$ cat src/rtl/led_fade_driver.sv
`default_nettype none
// ============================================================================
//  Module      : led_fade_driver
//  Description : Per-channel PWM LED driver with linear fade. Each bit of the
//                incoming LED bus sets a target (on/off). The channel duty
//                moves one step toward that target per fade tick, which gives
//                a soft fade-in/fade-out instead of a hard toggle.
//  Ports       : clk       - system clock, rising edge
//                rst_n     - asynchronous active-low reset
//                i_led     - target level per channel (1=on, 0=off)
//                i_enable  - 1=run, 0=force dark and clear fade state
//                o_pwm     - registered PWM drive per channel
//                o_idle    - registered, 1 when every duty sits on its target
//  Revision    : 1.0 - initial release
// ============================================================================
module led_fade_driver #(
    parameter int CLOCK_FREQ = 50_000_000,
    parameter int PWM_FREQ   = 1_000,
    parameter int PWM_BITS   = 8,
    parameter int FADE_MS    = 250,
    parameter int BUS_WIDTH  = 4
) (
    input  logic                 clk,
    input  logic                 rst_n,
    input  logic [BUS_WIDTH-1:0] i_led,
    input  logic                 i_enable,
    output logic [BUS_WIDTH-1:0] o_pwm,
    output logic                 o_idle
);

    // Divider arithmetic is done in 64 bits: CLOCK_FREQ*FADE_MS overflows 32.
    localparam longint c_DMAX_L       = (longint'(1) << PWM_BITS) - 1;
    localparam longint c_PWM_DIV_RAW  = longint'(CLOCK_FREQ) /
                                        (longint'(PWM_FREQ) * (longint'(1) << PWM_BITS));
    localparam longint c_STEP_DIV_RAW = (longint'(CLOCK_FREQ) * longint'(FADE_MS)) /
                                        (longint'(1000) * c_DMAX_L);
    localparam longint c_PWM_DIV      = (c_PWM_DIV_RAW  < 1) ? 1 : c_PWM_DIV_RAW;
    localparam longint c_STEP_DIV     = (c_STEP_DIV_RAW < 1) ? 1 : c_STEP_DIV_RAW;

    localparam int c_PWM_PW  = (c_PWM_DIV  > 1) ? $clog2(c_PWM_DIV)  : 1;
    localparam int c_STEP_PW = (c_STEP_DIV > 1) ? $clog2(c_STEP_DIV) : 1;

    localparam logic [c_PWM_PW-1:0]  c_PWM_LAST  = c_PWM_PW'(c_PWM_DIV - 1);
    localparam logic [c_PWM_PW-1:0]  c_PWM_ONE   = c_PWM_PW'(1);
    localparam logic [c_STEP_PW-1:0] c_STEP_LAST = c_STEP_PW'(c_STEP_DIV - 1);
    localparam logic [c_STEP_PW-1:0] c_STEP_ONE  = c_STEP_PW'(1);
    localparam logic [PWM_BITS-1:0]  c_DMAX      = '1;
    localparam logic [PWM_BITS-1:0]  c_ZERO      = '0;
    localparam logic [PWM_BITS-1:0]  c_ONE       = PWM_BITS'(1);

    logic [c_PWM_PW-1:0]  r_pwm_pre;
    logic [c_STEP_PW-1:0] r_step_pre;
    logic [PWM_BITS-1:0]  r_cnt;
    logic                 r_idle;
    logic                 w_pwm_tick;
    logic                 w_step_tick;
    logic                 w_wrap;
    logic [BUS_WIDTH-1:0] w_on_target;

    // With a divide-by-1 the counters stay at 0 and the tick fires every clock.
    assign w_pwm_tick  = (r_pwm_pre  == c_PWM_LAST);
    assign w_step_tick = (r_step_pre == c_STEP_LAST);
    // Period boundary: the tick that takes the PWM counter from DMAX back to 0.
    assign w_wrap      = w_pwm_tick && (r_cnt == c_DMAX);

    always_ff @(posedge clk or negedge rst_n) begin
        if (!rst_n) begin
            r_pwm_pre  <= '0;
            r_step_pre <= '0;
            r_cnt      <= '0;
        end else if (!i_enable) begin
            r_pwm_pre  <= '0;
            r_step_pre <= '0;
            r_cnt      <= '0;
        end else begin
            r_pwm_pre  <= w_pwm_tick  ? '0 : r_pwm_pre  + c_PWM_ONE;
            r_step_pre <= w_step_tick ? '0 : r_step_pre + c_STEP_ONE;
            if (w_pwm_tick) begin
                r_cnt <= r_cnt + c_ONE;
            end
        end
    end

    genvar gi;
    generate
        for (gi = 0; gi < BUS_WIDTH; gi++) begin : g_ch
            logic [PWM_BITS-1:0] r_duty;
            logic [PWM_BITS-1:0] r_shadow;
            logic                r_pwm;

            always_ff @(posedge clk or negedge rst_n) begin
                if (!rst_n) begin
                    r_duty   <= '0;
                    r_shadow <= '0;
                    r_pwm    <= 1'b0;
                end else if (!i_enable) begin
                    r_duty   <= '0;
                    r_shadow <= '0;
                    r_pwm    <= 1'b0;
                end else begin
                    // Saturating ramp; a target change simply reverses the
                    // direction from wherever the duty currently is.
                    if (w_step_tick) begin
                        if (i_led[gi] && (r_duty != c_DMAX)) begin
                            r_duty <= r_duty + c_ONE;
                        end else if (!i_led[gi] && (r_duty != c_ZERO)) begin
                            r_duty <= r_duty - c_ONE;
                        end
                    end
                    // Shadow only updates at the period boundary so a period
                    // never mixes two duty values.
                    if (w_wrap) begin
                        r_shadow <= r_duty;
                    end
                    // Full scale forces a solid 1; cnt < DMAX would leave a
                    // one-slot gap each period.
                    r_pwm <= (r_shadow == c_DMAX) || (r_cnt < r_shadow);
                end
            end

            assign w_on_target[gi] = (r_duty == (i_led[gi] ? c_DMAX : c_ZERO));
            assign o_pwm[gi]       = r_pwm;
        end
    endgenerate

    always_ff @(posedge clk or negedge rst_n) begin
        if (!rst_n) begin
            r_idle <= 1'b1;
        end else if (!i_enable) begin
            // Duties are being cleared, so only an all-off target is settled.
            r_idle <= (i_led == '0);
        end else begin
            r_idle <= &w_on_target;
        end
    end

    assign o_idle = r_idle;

endmodule
`default_nettype wire

$ cat config.mk
export PLATFORM = sky130hd
export DESIGN_NAME = led_fade_driver
export DESIGN_NICKNAME = d
export VERILOG_FILES = /design/src/rtl/led_fade_driver.sv
export SDC_FILE = /design/constraint.sdc
export NUM_CORES = 1
export LEC_CHECK = 0
export BUFFER_PORTS_ARGS = -buffer_cell sky130_fd_sc_hd__buf_2
export CORE_MARGIN = 5
export CORE_UTILIZATION = 55
export CTS_CLUSTER_DIAMETER = 120
export DETAILED_ROUTE_END_ITERATION = 8
export GPL_TIMING_DRIVEN = 0
export PLACE_DENSITY = 0.82
export SYNTH_ARGS = -nofsm -noshare
export SYNTH_HDL_FRONTEND = slang
export SYNTH_SLANG_ARGS = --single-unit
export TNS_END_PERCENT = 5
$ cat constraint.sdc
create_clock -name clk -period 5.4 [get_ports clk]
set_input_delay 1.08 -clock clk [delete_from_list [all_inputs] [get_ports clk]]
set_output_delay 1.08 -clock clk [all_outputs]
set_load 0.1 [all_outputs]
After elaboration in Yosys (flattened, before gate mapping)
Index checks and enable logic that the tools add are counted.

storage, ports and cells
  bits in registers = 101
  bits in latches = 0
  memory bits (writable) = 0
  ROM bits = 0
  bits of input ports = 7
  output and inout port bits = 5
  logic and storage cells = 119
  memories kept = 0

operators by class
  add/subtract/negate cells = 11
  multiply operators = 0
  div/mod/pow operators = 0
  order comparisons = 4
  eq/ne operators = 22
  shift-type cells = 0
  multiplexer cells = 39
  bitwise gates (word level) = 0
  reduce and logical (&&, ||, !) cells = 27

operator list
  kind                   count
  $mux 8                 32
  $add 8x1->8 const B    6
  $eq 8x8->1 const B     6
  $eq 8x8->1             4
  $lt 8x8->1             4
  $mux 16                2
  $ne 8x8->1 const B     4
  $reduce_bool 8->1      4
  $sub 8x1->8 const B    4
  $add 16x1->16 const B  1
  $eq 16x16->1 const B   1
  $ne 3x1->1 const B     4
  $logic_and 1x1->1      9
  $reduce_and 2->1       4
  $ne 2x1->1 const B     3
  $mux 1                 5
  $logic_not 1->1        4
  $logic_not 4->1        1
  $logic_or 1x1->1       4
  $reduce_and 4->1       1

Depth between registers and ports, before layout
Gate-level depths: netlist of run 1.

  depth after elaboration = 6
  gate-level depth with buffers = 11

Worst setup path after synthesis of run 1
Ideal clock, no wire load.

  path kind = input-to-reg
  from = input port i_led[0]
  to = register g_ch[0].r_duty[7]
  setup time = 126 ps
  arrival = 2852 ps
  required time = 5274 ps
  path slack = 2422 ps
  stages = 9
  cells stage by stage = o21ai_0 > ha_1 > a21oi_1 > nor2b_1 > o31a_1 > o41ai_1 > xnor2_1 > nor4_1 > a221o_1

on the way
  word-level cells in the longest chain between the ends = 4
  elaborated cells between the ends (all ways) = 8
  those cells by class = eq/ne (1); mux (3); reduce/logical (4)

RTL lines
  what                                                         RTL line  source
  start, declared                                              25        input logic [BUS_WIDTH-1:0] i_led,
  $logic_not 1->1 or $logic_and 1x1->1 (tied branches)         106, 104
  $logic_and 1x1->1 or $mux 8 (tied branches)                  106, 104
  $ne 3x1->1 (no source line) or $mux 8 (tied branches)        -
  $reduce_and 2->1 (no source line) or $mux 8 (tied branches)  -
  end signal, assigned                                         105       r_duty <= r_duty + c_ONE;
  end signal, assigned                                         107       r_duty <= r_duty - c_ONE;
  end, declared                                                87        logic [PWM_BITS-1:0] r_duty;

Several ways; a longest one is shown, not always the timed one. The select of a mux whose other input is x is not followed.
A chain may end at the register's enable or synchronous reset.

Worst setup path in the final report of run 1
  from = register g_ch[0].r_duty[6]
  to = register g_ch[0].r_duty[7]

on the way
  word-level cells in the longest chain between the ends = 5
  elaborated cells between the ends (all ways) = 12
  those cells by class = add/sub (2); eq/ne (2); mux (4); reduce/logical (4)

RTL lines
  what                                         RTL line  source
  $sub 8x1->8 or $ne 8x8->1 (tied branches)    107, 104
  $mux 8 or $logic_and 1x1->1 (tied branches)  106, 104
  $mux 8                                       104       if (i_led[gi] && (r_duty != c_DMAX)) begin
  $mux 8                                       103       if (w_step_tick) begin
  $mux 8                                       96        end else if (!i_enable) begin

Several ways; a longest one is shown, not always the timed one. The select of a mux whose other input is x is not followed.

==> metrics.yaml, run 1 <==
run_status:
  outcome: "finished, final reports clean"
cts:
  post-cts-setup-buffer-count: 0
  postCtsHoldBufs: 0
  clock_sinks: 101
  ctsRootBufferMaster: "sky130_fd_sc_hd__clkbuf_16"
  clkTransAtPathRegs_ns: 0.07
  htree_levels: 3
  clk-insertion-delay-late_ns: 0.35
  cts-resized-gates: 0
  cts_buffer_depth: 2
  cts_inserted_buffers: 9
  cts_tree: "built"
timing:
  finalSetupViolations: 0
  finClkSkew_ns: 0.00593
  final.hold.worst_slack_ns: 0.493
  final.setup.tns_ns: 0
  max_slew_margin_pct: 33.8
  timing.final.hold_violations: 0
  period_share_pct: 60.2
  fin_worst_setup_slack_ns: 2.15
  fmax_mhz: 308
  timing_max_transition_violations_final: 0
  max_slew.worst_pin.slew_ns: 0.983
  rsz0062_at_grt: "false"
  timing.final.crit_period_ns: 3.25
power:
  power_report.internal_total_mw: 1.27
  static-leakage-power_nw: 2.96
  clock_power_share_pct: 37.9
  swShare_pct: 26.4
  power_frac_comb_pct: 14.4
  seqPwrFrac_pct: 47.7
  total_switching_power_uw: 457
  pwr_density_cell_mw_per_mm2: 256
  vdd.ir_drop.worst_mv: 0.206
  power.total_mw: 1.73
global_routing:
  grt_antenna_before_repair: 0
  first_global_vias: 5150
  grt_remaining_overflow: 0
  grt_use_total_pct: 21.6
  grt_pass1_wl_um: 23400
  maximum_number_of_pins_on_one_net_before_global_route_repair: 63
logic_synthesis:
  ys_seq_elements: 101
  yosys_warnings: 0
  seq_area_frac_synth_pct: 40.8
  synth.avg_cell_area_um2: 9.04
  syn_inst: 686
  synth-async-reset-ratio_pct: 100
  syn-cell-area_mm2: 0.00620
  edff_count_synth: 0
  ys_dominant_reg_cell: "sky130_fd_sc_hd__dfrtp_1"
  syn_nets: 754
  library_cells_used_by_synthesis: 53
floorplan:
  die_w_um: 116
  num_rows: 38
  dieArea_mm2: 0.0135
  initial_utilization_pct: 56.7
  core_area_mm2: 0.0109
  floorplan.io_pins: 12
  die_h_um: 116
route:
  avgRoutedWirePerCell_um: 16.0
  antenna_left: 0
  number_of_drc_violations_after_detailed_routing: 0
  drt_iter0_drcs: 415
  1st_pass_router_iterations: 5
  routed_vias: 5014
  finalWirelength_um: 13600
  vias_per_cell: 5.87
critical_path:
  worst-endpoint-arrival_ns: 3.48
  rr_startpoint: "g_ch[0].r_duty[6]"
  critPathLaunchType: "flop"
  crit_path_end: "g_ch[0].r_duty[7]"
  reg2reg_depth: 10
  r2r-end: "g_ch[0].r_duty[7]"
  required_ns: 5.63
  timing_worst_setup_path_type: "reg2reg"
  worstSetupEndpointType: "flop"
  r2r_slack_ns: 2.15
  crit_start: "g_ch[0].r_duty[6]"
  path_max_fanout: 7
placement:
  pre_cts_slack_ns: 1.94
  dp.cells: 838
  numPortBuffers: 11
  detailed_placement_wirelength_estimate_um: 10100
  placer_congestion: 0.870
cells_and_area:
  nets: 777
  fraction_of_final_layout_cells_sized_beyond_drive_strength_1_pct: 7.00
  final_cells: 854
  area_growth_syn_to_layout_pct: 9.02
  num_antenna_cells: 0
hold_path:
  hp-class: "reg2reg"
  min-delay-start: "r_pwm_pre[0]"
  timing.hold.worst_path_depth: 1
job:
  maxCapViolCount: 0
==> per-stage QoR <==
stage | utilization [%] | cell area [um2]
3_3_place_gp | 58.8 | 6430
4_1_cts | 61.8 | 6760
2_1_floorplan | - | 6200
5_1_grt | 61.8 | 6760
3_5_place_dp | 59.1 | 6460
6_report | 61.8 | 6760
==> placed cells by master, fill, tap and decap left out, types with 3 or more instances in the layout <==
| cell | Yosys | routed |
|---|---|---|
| sky130_fd_sc_hd__fa_1 | 4 | 4 |
| sky130_fd_sc_hd__nor4_1 | 3 | 3 |
| sky130_fd_sc_hd__a21o_1 | 14 | 14 |
| sky130_fd_sc_hd__o21a_1 | 3 | 3 |
| sky130_fd_sc_hd__o41ai_1 | 5 | 5 |
| sky130_fd_sc_hd__buf_4 | 7 | 8 |
| sky130_fd_sc_hd__a21oi_1 | 61 | 61 |
| sky130_fd_sc_hd__nor3_1 | 10 | 10 |
| sky130_fd_sc_hd__xor2_1 | 23 | 23 |
| sky130_fd_sc_hd__xnor2_1 | 25 | 25 |
| sky130_fd_sc_hd__nand3_1 | 18 | 18 |
| sky130_fd_sc_hd__o31ai_2 | 3 | 3 |
| sky130_fd_sc_hd__mux2i_1 | 3 | 3 |
| sky130_fd_sc_hd__ha_1 | 57 | 57 |
| sky130_fd_sc_hd__clkbuf_16 | 0 | 9 |
| sky130_fd_sc_hd__nor2b_1 | 9 | 9 |
| sky130_fd_sc_hd__o21bai_1 | 5 | 5 |
| sky130_fd_sc_hd__inv_1 | 52 | 52 |
| sky130_fd_sc_hd__dfrtp_1 | 100 | 100 |
| sky130_fd_sc_hd__nand2_1 | 109 | 109 |
| sky130_fd_sc_hd__buf_2 | 2 | 12 |
| sky130_fd_sc_hd__nor2_1 | 49 | 49 |
| sky130_fd_sc_hd__clkbuf_1 | 10 | 13 |
| sky130_fd_sc_hd__or4_1 | 9 | 9 |
| sky130_fd_sc_hd__o2111ai_1 | 3 | 3 |
| sky130_fd_sc_hd__and3_1 | 5 | 5 |
| sky130_fd_sc_hd__nand4_1 | 22 | 22 |
| sky130_fd_sc_hd__nand2b_1 | 10 | 10 |
| sky130_fd_sc_hd__o21ai_0 | 36 | 36 |
==> cells by family (layout without fill, tap and decap cells) <==
family	count (synthesis)	after routing	synth area share (%)
AOI/OAI and AO/OA	142	142	13.8
muxes	3	3	0.484
adders and majority gates	61	61	12.8
and+or+nand+nor	257	257	20.1
xor gates and xnor gates	48	48	6.78
buffers and inverters	74	102	5.19
DFF	101	101	40.8
==> critical path: stages, from the launching register on <==
cell,delay [ns]
sky130_fd_sc_hd__dfrtp_1,0.45
sky130_fd_sc_hd__nand4_1,0.16
sky130_fd_sc_hd__o21ai_0,0.74
sky130_fd_sc_hd__ha_1,0.37
sky130_fd_sc_hd__a21oi_1,0.18
sky130_fd_sc_hd__nor2b_1,0.08
sky130_fd_sc_hd__o31a_1,0.26
sky130_fd_sc_hd__o41ai_1,0.38
sky130_fd_sc_hd__xnor2_1,0.20
sky130_fd_sc_hd__nor4_1,0.07
sky130_fd_sc_hd__a221o_1,0.25
==> Yosys cell counts, drive strengths merged, types with 3 or more instances <==
cell,n,area share (%)
o2111ai,3,0.42
dfrtp,100,40
nor2b,9,0.91
o31ai,5,0.85
a21oi,62,5.1
ha,57,12
nand3,19,1.7
xnor2,25,3.5
nand2b,11,1.2
buf,11,1.4
and3,5,0.50
xor2,23,3.2
o41ai,6,0.97
fa,4,1.3
mux2i,3,0.48
a21o,14,1.7
or4,9,1.1
nand2,110,6.8
nor3,11,1.1
clkbuf,10,0.61
o21a,3,0.36
inv,53,3.2
nor2,49,3.0
nand4,22,2.2
o21bai,5,0.61
nor4,4,0.65
o21ai,38,3.1
==> per-layer routing <==
metal / GRT usage [%] / vias up / routed length (um)
li1: - / 2405 / -
met1: 26.3 / 2479 / 5900
met2: 37.6 / 104 / 6900
met3: 3.78 / 26 / 501
met4: 9.51 / 0 / 342
met5: 0 / - / 0
==> worst min-delay path by stage <==
stage | endpoint | slack, ns
floorplan | r_pwm_pre[0] | 0.45
finish | r_pwm_pre[0] | 0.49
global placement | r_step_pre[0] | 0.47
CTS | r_pwm_pre[0] | 0.50
detailed placement | r_pwm_pre[0] | 0.49
global route | r_pwm_pre[0] | 0.52
==> power by group through the flow <==
stage	clock network [mW]	logic [mW]	registers (mW)
finish	0.656	0.250	0.826
global route	0.696	0.278	0.830
CTS	0.662	0.251	0.823
detailed placement	0	0.249	0.837
global placement	0	0.228	0.834
floorplan	0	0.184	0.827
==> layout make-up <==
| cell class | instances | area (um2) |
|---|---|---|
| clock buffer | 14 | 264 |
| timing repair buffer | 12 | 85.1 |
| buffer | 21 | 123 |
| clock inverter | 2 | 35.0 |
| sequential | 101 | 2530 |
| multi-input combinational | 511 | 3350 |
| inverter | 53 | 199 |
| fill | 866 | 4180 |
| tap | 140 | 175 |
==> sequential cells by signal, indices dropped and copies added (netlist names) <==
| register | count |
|---|---|
| o_idle | 1 |
| g_ch.r_pwm | 4 |
| r_step_pre | 16 |
| r_pwm_pre | 8 |
| r_cnt | 8 |
| g_ch.r_shadow | 32 |
| g_ch.r_duty | 32 |
Note: power is estimated with default switching activity, not from simulation.
==> inputs of run 2 (changes only) <==
Settings changed: PLACE_DENSITY 0.82 to 0.85.
Clock period 5.4 ns to 2.7 ns, I/O delays scaled along.
==> run 2 against run 1 <==
Compared with the run above: routed wire length grew 1.1%; cell area grew 0.98%; global-route usage grew 0.37 points; utilization grew 0.61 points; die area is the same; critical path type unchanged; critical endpoint is now g_ch[2].r_duty[7]; largest cell class unchanged; largest power group unchanged.
==> metrics.yaml, run 2 (same netlist as run 1, synthesis figures left out) <==
cts:
  cts_inserted_buffers: 9
  clkTransAtPathRegs_ns: 0.07
  ctsRootBufferMaster: "sky130_fd_sc_hd__clkbuf_16"
  postCtsHoldBufs: 0
  clk-insertion-delay-late_ns: 0.35
  cts_buffer_depth: 2
  cts_tree: "built"
  htree_levels: 3
  clock_sinks: 101
route:
  number_of_drc_violations_after_detailed_routing: 0
  vias_per_cell: 5.88
  avgRoutedWirePerCell_um: 16.1
  drt_iter0_drcs: 348
  antenna_left: 0
  1st_pass_router_iterations: 5
  routed_vias: 5025
  finalWirelength_um: 13800
critical_path:
  required_ns: 2.94
  critical-path-top-delay-family: "compound AO/OA/AOI/OAI gates"
  timing.critical_path.buf_inv: 0
  timing_worst_setup_path_type: "reg2reg"
  path_max_fanout: 7
  worstSetupEndpointType: "flop"
  worst-endpoint-arrival_ns: 2.79
  cp_slowest_cell: "sky130_fd_sc_hd__dfrtp_1"
  largest_stage_delay_on_the_critical_path_ns: 0.45
  critPathLaunchType: "flop"
  critical_path.cell_chain: "nand4_1, o21ai_4, ha_1, a21oi_1, o211ai_1, o41ai_2, xnor2_1, and3_1, a211o_1"
  r2r_slack_ns: 0.15
cells_and_area:
  nets: 777
  fraction_of_final_layout_cells_sized_beyond_drive_strength_1_pct: 8.96
  layout.cells.most_common: "sky130_fd_sc_hd__nand2_1"
  fillerInstances: 883
  final_core_utilization_pct: 62.4
  layout.cell_area.non_filler_mm2: 0.00683
  final_cells: 854
  most-common-layout-cells: "sky130_fd_sc_hd__nand2_1, sky130_fd_sc_hd__dfrtp_1, sky130_fd_sc_hd__a21oi_1"
  biggestRegsByFlops: "g_ch.r_duty (32), g_ch.r_shadow (32), r_step_pre (16)"
  num_antenna_cells: 0
  area_growth_syn_to_layout_pct: 10.1
global_routing:
  first_global_vias: 5094
  maximum_number_of_pins_on_one_net_before_global_route_repair: 69
  grt_pass1_wl_um: 23600
  grt_remaining_overflow: 0
  grt_use_total_pct: 22.0
  grt_antenna_before_repair: 0
run_status:
  outcome: "finished, final reports clean"
floorplan:
  dieArea_mm2: 0.0135
  die_h_um: 116
  floorplan.io_pins: 12
  num_rows: 38
  core_area_mm2: 0.0109
  die_w_um: 116
  initial_utilization_pct: 56.7
placement:
  pre_cts_slack_ns: -0.441
  placedInstanceArea_mm2: 0.00646
  detailed_placement_wirelength_estimate_um: 9910
  placer_congestion: 0.852
  dp.cells: 838
  numPortBuffers: 11
power:
  static-leakage-power_nw: 2.97
  pwr_density_cell_mw_per_mm2: 517
  power.total_mw: 3.53
  vdd.ir_drop.worst_mv: 0.350
hold_path:
  hp-class: "in2async"
timing:
  finClkSkew_ns: 0.00919
  timing.final.crit_period_ns: 2.55
  timing.final.hold_violations: 0
  final.setup.tns_ns: 0
  max_slew_margin_pct: 57.4
  fmax_mhz: 392
  finalSetupViolations: 0
  fin_worst_setup_slack_ns: 0.146
  max_slew.worst_pin.slew_ns: 0.639
  timing_max_transition_violations_final: 0
  period_share_pct: 94.6
  final.hold.worst_slack_ns: 0.134
  rsz0062_at_grt: "true"
job:
  maxCapViolCount: 0
-- run 2: changes by cell type in the layout (fill, tap and decap cells not counted), sizes merged --
cell,previous run,this run
clkinv,1,2
clkbuf,24,23
-- run 2: final timing paths --
check | startpoint | endpoint | cells past startpoint
min | rst_n | g_ch[3].r_duty[3] | 1
max in group asynchronous | rst_n | o_idle | 2
max | g_ch[2].r_duty[4] | g_ch[2].r_duty[7] | 9
min in group clk | r_pwm_pre[0] | r_pwm_pre[0] | 1
max reg2reg | g_ch[2].r_duty[4] | g_ch[2].r_duty[7] | 9
min reg2reg | r_pwm_pre[0] | r_pwm_pre[0] | 1
-- run 2: timing repair --
item                                    in CTS  in global routing
buffers inserted                             0                  0
gates resized for setup                      7                 13
cloned                                       0                  0
pin swaps                                    0                  1
endpoints found under the setup margin      11                  7
-- run 2: cell type report --
| cell class | instances | area (um2) | share of cell area, % |
|---|---|---|---|
| buffer | 21 | 123 | 1.80 |
| clock buffer | 13 | 260 | 3.81 |
| clock inverter | 3 | 43.8 | 0.641 |
| inverter | 53 | 199 | 2.91 |
| multi-input combinational | 511 | 3400 | 49.9 |
| sequential | 101 | 2540 | 37.2 |
| tap | 140 | 175 | 2.57 |
| timing repair buffer | 12 | 85.1 | 1.25 |
-- run 2: per-layer routing --
metal	GRT usage, %	vias up	share of wire (%)
li1	-	2411	-
met1	26.3	2476	43
met2	38.2	100	51
met3	3.78	38	3.2
met4	11.1	0	3.2
met5	0	-	0
-- run 2: power breakdown --
part	internal (mW)	switching (mW)	leakage, nW
combinational	0.218	0.297	1.44
sequential	1.58	0.0881	1.39
clock	0.771	0.577	0.150
